**src/rtl/ram_scan_pkg.sv**
```systemverilog
// rtl/ram_scan_pkg.sv - shared constants and address type for the 32x8 RAM scan counters
package ram_scan_pkg;
  localparam int RAM_AW    = 5;
  localparam int RAM_DEPTH = 32;
  localparam int P1_STEP   = 1;
  localparam int P2_STEP   = 4;

  typedef logic [RAM_AW-1:0] ram_addr_t;
endpackage

```
**src/rtl/counter1.sv**
```systemverilog
// rtl/counter1.sv - port-1 byte scan counter (step 1) on the fast clock
module counter1
  import ram_scan_pkg::*;
(
  input  logic      clk,
  input  logic      reset,
  input  logic      en,
  output ram_addr_t count,
  output logic      last,
  output logic      wrap
);

  scan_counter #(
    .WIDTH (RAM_AW),
    .STEP  (P1_STEP)
  ) u_scan_counter (
    .clk   (clk),
    .reset (reset),
    .en    (en),
    .count (count),
    .last  (last),
    .wrap  (wrap)
  );

endmodule

```
**src/rtl/scan_counter.sv**
```systemverilog
// rtl/scan_counter.sv - free-running modulo-2**WIDTH scan address counter advancing by STEP
module scan_counter
  import ram_scan_pkg::*;
#(
  parameter int WIDTH = RAM_AW,
  parameter int STEP  = P1_STEP
) (
  input  logic             clk,
  input  logic             reset,
  input  logic             en,
  output logic [WIDTH-1:0] count,
  output logic             last,
  output logic             wrap
);

  localparam logic [WIDTH-1:0] STEP_V    = WIDTH'(STEP);
  localparam logic [WIDTH-1:0] LAST_ADDR = WIDTH'((1 << WIDTH) - STEP);

  logic [WIDTH-1:0] r_count;
  logic             r_wrap;
  logic             w_last;

  assign w_last = (r_count == LAST_ADDR);

  // Carry out of the add is dropped, so the final address rolls straight to zero.
  always_ff @(posedge clk or negedge reset) begin
    if (!reset) begin
      r_count <= '0;
      r_wrap  <= 1'b0;
    end else begin
      r_wrap <= en & w_last;
      if (en) begin
        r_count <= r_count + STEP_V;
      end
    end
  end

  assign count = r_count;
  assign last  = w_last;
  assign wrap  = r_wrap;

endmodule

```
**config.mk**
```make
export PLATFORM = sky130hd
export DESIGN_NAME = counter1
export DESIGN_NICKNAME = d
export VERILOG_FILES = /design/src/rtl/ram_scan_pkg.sv /design/src/rtl/counter1.sv /design/src/rtl/scan_counter.sv
export SDC_FILE = /design/constraint.sdc
export NUM_CORES = 1
export LEC_CHECK = 0
export CORE_AREA = 2 2 39 41
export DETAILED_ROUTE_END_ITERATION = 16
export DIE_AREA = 0 0 41 43
export GPL_TIMING_DRIVEN = 0
export PLACE_DENSITY = 0.48
export REMOVE_ABC_BUFFERS = 1
export SLEW_MARGIN = 20
export SYNTH_ARGS = -nofsm -noshare
export SYNTH_HDL_FRONTEND = slang
export SYNTH_SLANG_ARGS = --single-unit
```
**constraint.sdc**
```tcl
create_clock -name clk -period 2 [get_ports clk]
set_input_delay 0.4 -clock clk [delete_from_list [all_inputs] [get_ports clk]]
set_output_delay 0.4 -clock clk [all_outputs]
set_load 0.01 [all_outputs]
```
==> run metrics, run 1 <==
status completed; die extent in y 43 um; Least-Margin Pin Slew 275 ps; final hold viol count 0; gr ovfl total 0; placed cell area 358 um2; Clock Power Share 18.2%; vias 180; row cnt 14; Area Overhead vs Synth 56.1%; Fillers around 150; Final Instance Area 387 um2; Worst-path clk slew 40 ps; Final Setup Violations 0; sequential share of the synthesized area 60.6%; Synth Instances 17; Power Density ~1500 nW/um2; clock buffer count from CTS 3; CP max FO 4; crit end category primary output; # IOs 10; Via density 3.91; Leak 0.176 nW; sw frac 30.7%; largest net degree at the start of global routing 7; Worst slew margin between 80 and 90%; layout cell share with drive strength beyond 1 23.3%; drt total wl between 400 and 500 um; total iterations of the first detailed-routing run 2; Clock Skews 2.04 ps; Psw 182 uW; Seq cells post-synth 6; fin crit period 1910 ps; Mapped Area 248 um2; Worst path slowest cell dfrtp_1; RSZ-0062 raised after global routing false; initial drt markers 5; Synth Area per Inst 14.6 um2; Max Cap Viol 0; combinational power share 43.3%; Root Driver clkbuf_4; DRC viols 0; initial core utilization between 15 and 20%; final setup TNS 0 ps; sequential share of power slightly below 40%; Setup CP Type reg2out; worst path required time 1600 ps; most used cell, CP ha_1; Slew Viols, Final 0; Global Route Usage Sum 7.27%; Port Buffers 9; crit path DAT 1510 ps; Synth warnings 0; class of the worst hold path in2async; global-route wire length before repair just under 800 um; crit-path max cell delay between 400 and 500 ps; initial antenna violation count 0; Power Internal 411 uW; fmax 524 MHz; CTS tree done; Final #Nets 37; CP Cell Sequence ha_1, and3_1, ha_1, dlygate4sd2_1; CTS Hold Bufs 0; post-route ant nets 0; core area 1380 um2; Die X 41 um; clk buf depth 2; Placer Congestion 0.675; Unique masters post-synth 9; startpoint types register; clock sink count 6; mean routed wirelength per cell 10.3 um; VDD IR max just over 0.5 mV; number of global-route vias before repair 188; clk_lat worst skew around 240 ps; n_diodes 0; H-tree levels 1; Tcrit/Tclk final 95.5%; Die Footprint roughly 1800 um2
==> cell usage in the layout, fill, tap and decap left out <==
cell and count:
xnor2_1 2, dfrtp_1 6, dlygate4sd2_1 1, xor2_1 1, and3_1 1, nand2_1 1
clkbuf_4 3, and2_2 1, clkdlybuf4s50_1 8, mux2_2 2, buf_4 1, nand4_1 1
ha_1 2
==> per-layer routing <==
metal / wire length, um / part of all wire (%) / vias to the layer above / track usage [%]
met2: 183 / 39 / 10 / 8.13
met1: 224 / 47 / 85 / 8.82
met3: 67 / 14 / 0 / 3.66
met5: 0 / 0 / - / 0
li1: - / - / 85 / -
met4: 0 / 0 / 0 / 8.00
==> synth_stat cells <==
| cell | n | area share [%] |
|---|---|---|
| nand4_1 | 1 | 2.5 |
| xnor2_1 | 2 | 7.1 |
| xor2_1 | 1 | 3.5 |
| and3_1 | 1 | 2.5 |
| ha_1 | 2 | 10 |
| dfrtp_1 | 6 | 61 |
| and2_2 | 1 | 3.0 |
| mux2_2 | 2 | 9.1 |
| nand2_1 | 1 | 1.5 |
==> path summary, 6_finish.rpt <==
path | startpoint | end | slack [ps] | cells past startpoint
min reg2reg | u_scan_counter.count[3]$_DFFE_PN0P_ | u_scan_counter.count[3]$_DFFE_PN0P_ | 490 | 1
max reg2reg | u_scan_counter.count[1]$_DFFE_PN0P_ | u_scan_counter.count[4]$_DFFE_PN0P_ | 570 | 4
min | reset | u_scan_counter.count[4]$_DFFE_PN0P_ | 400 | 1
max in group asynchronous | reset | u_scan_counter.count[0]$_DFFE_PN0P_ | 1380 | 1
min in group clk | u_scan_counter.count[3]$_DFFE_PN0P_ | u_scan_counter.count[3]$_DFFE_PN0P_ | 490 | 1
max | u_scan_counter.count[1]$_DFFE_PN0P_ | last | 90 | 4
==> metrics by stage <==
stage,setup slack [ps],hold slack [ps],std cells,total power [mW],util [%]
floorplan,558,104,17,0.336,-
global placement,143,486,42,0.468,25.9
detailed placement,125,486,42,0.476,25.9
CTS,54.2,403,45,0.589,27.4
global route,6.00,409,46,0.649,27.9
finish,90.8,403,46,0.593,27.9
==> registers in the layout (all words and copies together), names as in the netlist <==
signal / count
u_scan_counter.count: 5
u_scan_counter.wrap: 1
==> power groups by stage <==
stage / sequential, mW / clock (mW) / combinational (mW)
global route: 0.238 / 0.127 / 0.284
CTS: 0.234 / 0.115 / 0.240
floorplan: 0.250 / 0 / 0.0856
finish: 0.228 / 0.108 / 0.257
global placement: 0.230 / 0 / 0.238
detailed placement: 0.235 / 0 / 0.241
==> what timing repair did <==
item | in CTS | in global routing
resized for setup | 1 | 0
setup buffers | 0 | 1
setup endpoints to repair | 1 | 1
==> critical path: cells and delay by family, from the launching register on <==
kind	cells	cell delay, ps
buffers and inverters	1	280
adders and majority gates	2	390
and+or+nand+nor	1	180
DFF	1	410
==> layout make-up <==
type	instances	area (um2)	area share, %
sequential	6	150	38.8
tap	16	20.0	5.18
multi-input combinational	11	97.6	25.2
timing repair buffer	10	96.3	24.9
clock buffer	3	22.5	5.83
==> cells by family (layout without fill, tap and decap cells) <==
| logic type | Yosys count | after routing | share of synthesized area [%] |
|---|---|---|---|
| adder cells (fa/ha/maj) | 2 | 2 | 10.1 |
| flip-flops | 6 | 6 | 60.6 |
| buffers and inverters | 0 | 13 | 0 |
| XOR/XNOR | 3 | 3 | 10.6 |
| multiplexers | 2 | 2 | 9.09 |
| AND/OR/NAND/NOR | 4 | 4 | 9.60 |
Power figures use the tool's default switching activity.
==> inputs of run 2 (changes only) <==
CORE_AREA = 8 8 45 47   (was 2 2 39 41)
DIE_AREA = 0 0 53 55   (was 0 0 41 43)
clock period = 2.2 ns   (was 2 ns; I/O delays follow)
==> run metrics, run 2 (same netlist as run 1, synthesis figures left out) <==
status completed; Clock Skews 2.53 ps; vias 176; CTS tree done; CTS resizes 0; Setup CP Type reg2out; Slew Viols, Final 0; Tcrit/Tclk final 96.9%; max FFs per register 5; Post-Place Worst Slack 275 ps; Root Driver clkbuf_4; combinational power share 44.2%; sw frac between 30 and 40%; Final Instance Area ~390 um2; crit-path max cell delay 480 ps; WP buf/inv 1; drt total wl 532 um; CP max FO 3; initial antenna violation count 0; sequential share of power a little under two fifths; initial drt markers 1; Min Hold Slack 453 ps; startpoint types register; Final Setup Violations 0; final hold viol count 0; Worst path slowest cell clkdlybuf4s50_1; post-route setup slack 68.1 ps; RSZ-0062 raised after global routing false; DRC viols 0; Via density 3.83; die extent in y 55 um; placed insts between 40 and 50; core area 1380 um2; fin crit period around 2100 ps; Clock Power Share between 10% and 20%; mean routed wirelength per cell 11.6 um; Die X 53 um; clock sink count 6; H-tree levels 1; Placer Congestion 0.653; CTS Hold Bufs 0; Worst slew margin 80.2%; layout cell share with drive strength beyond 1 23.3%; row cnt 14; fmax 469 MHz; CP Cell Sequence ha_1, and3_1, ha_1, clkdlybuf4s50_1; Least-Margin Pin Slew just under 300 ps; placed cell area 358 um2; Leak 0.172 nW; Final Non-Filler Cells 46; Max Cap Viol 0; clk_lat worst skew 240 ps; fin util 28.0%; initial core utilization around 18%; final setup TNS 0 ps; CP top delay family buffers and inverters; Die Footprint roughly 3000 um2; Psw 165 uW; Port Buffers 9; clock buffer count from CTS 3; global-route wire length before repair 862 um; Global Route Usage Sum 4.56%; # IOs 10; worst path required time 1760 ps; Power Density roughly 1400 nW/um2; post-CTS setup buffer count 0; VDD IR max 0.496 mV; WP depth 4; number of global-route vias before repair 198; Area Overhead vs Synth 56.6%; crit path DAT 1690 ps; n_diodes 0; class of the worst hold path in2async; R2R cell count 4; Power Internal between 300 and 400 uW; most common library cell in the layout ignoring fill and taps clkdlybuf4s50_1; most frequent cells in the layout clkdlybuf4s50_1 (9), dfrtp_1 (6), clkbuf_4 (3); Final #Nets 37; crit end category primary output; Final Power about 540 uW; post-route ant nets 0; clk buf depth 2; largest net degree at the start of global routing 7; Worst-path clk slew 40 ps; most used cell, CP ha_1; gr ovfl total 0; total iterations of the first detailed-routing run 2
==> run 2: cell count changes in the layout (fill, tap and decap cells not counted), sizes merged <==
cell,change
dlygate4sd2,-1
clkdlybuf4s50,+1
==> run 2: area by class of cell <==
| class | instances | area [um2] |
|---|---|---|
| multi-input cells | 11 | 97.6 |
| repair buffers | 10 | 97.6 |
| fillers | 142 | 996 |
| clock buffers | 3 | 22.5 |
| flip-flops and latches | 6 | 150 |
| well taps | 16 | 20.0 |
==> run 2: final timing paths <==
check                                                    start                             endpoint  slack [ps]
min                                                      reset  u_scan_counter.count[4]$_DFFE_PN0P_         450
max in group asynchronous                                reset  u_scan_counter.count[1]$_DFFE_PN0P_        1520
min in group clk           u_scan_counter.count[3]$_DFFE_PN0P_  u_scan_counter.count[3]$_DFFE_PN0P_         490
max                        u_scan_counter.count[0]$_DFFE_PN0P_                                 last          70
min reg2reg                u_scan_counter.count[3]$_DFFE_PN0P_  u_scan_counter.count[3]$_DFFE_PN0P_         490
max reg2reg                u_scan_counter.count[0]$_DFFE_PN0P_  u_scan_counter.count[4]$_DFFE_PN0P_         780
==> run 2: per-layer routing <==
metal  routed length, um  global-route usage, %  vias to the layer above
met4                   0                   5.17                        0
met3                 110                   4.81                        0
met5                   0                      0                        -
met2                 183                   4.69                       10
met1                 238                   4.47                       78
li1                    -                      -                       88
==> run 2: power by group through the flow <==
stage          clock [mW]  sequential (mW)  combinational [mW]
2_1_floorplan           0            0.227              0.0778
3_3_place_gp            0            0.209               0.221
3_5_place_dp            0            0.211               0.224
4_1_cts             0.104            0.210               0.225
5_1_grt             0.112            0.212               0.268
6_report           0.0966            0.204               0.239
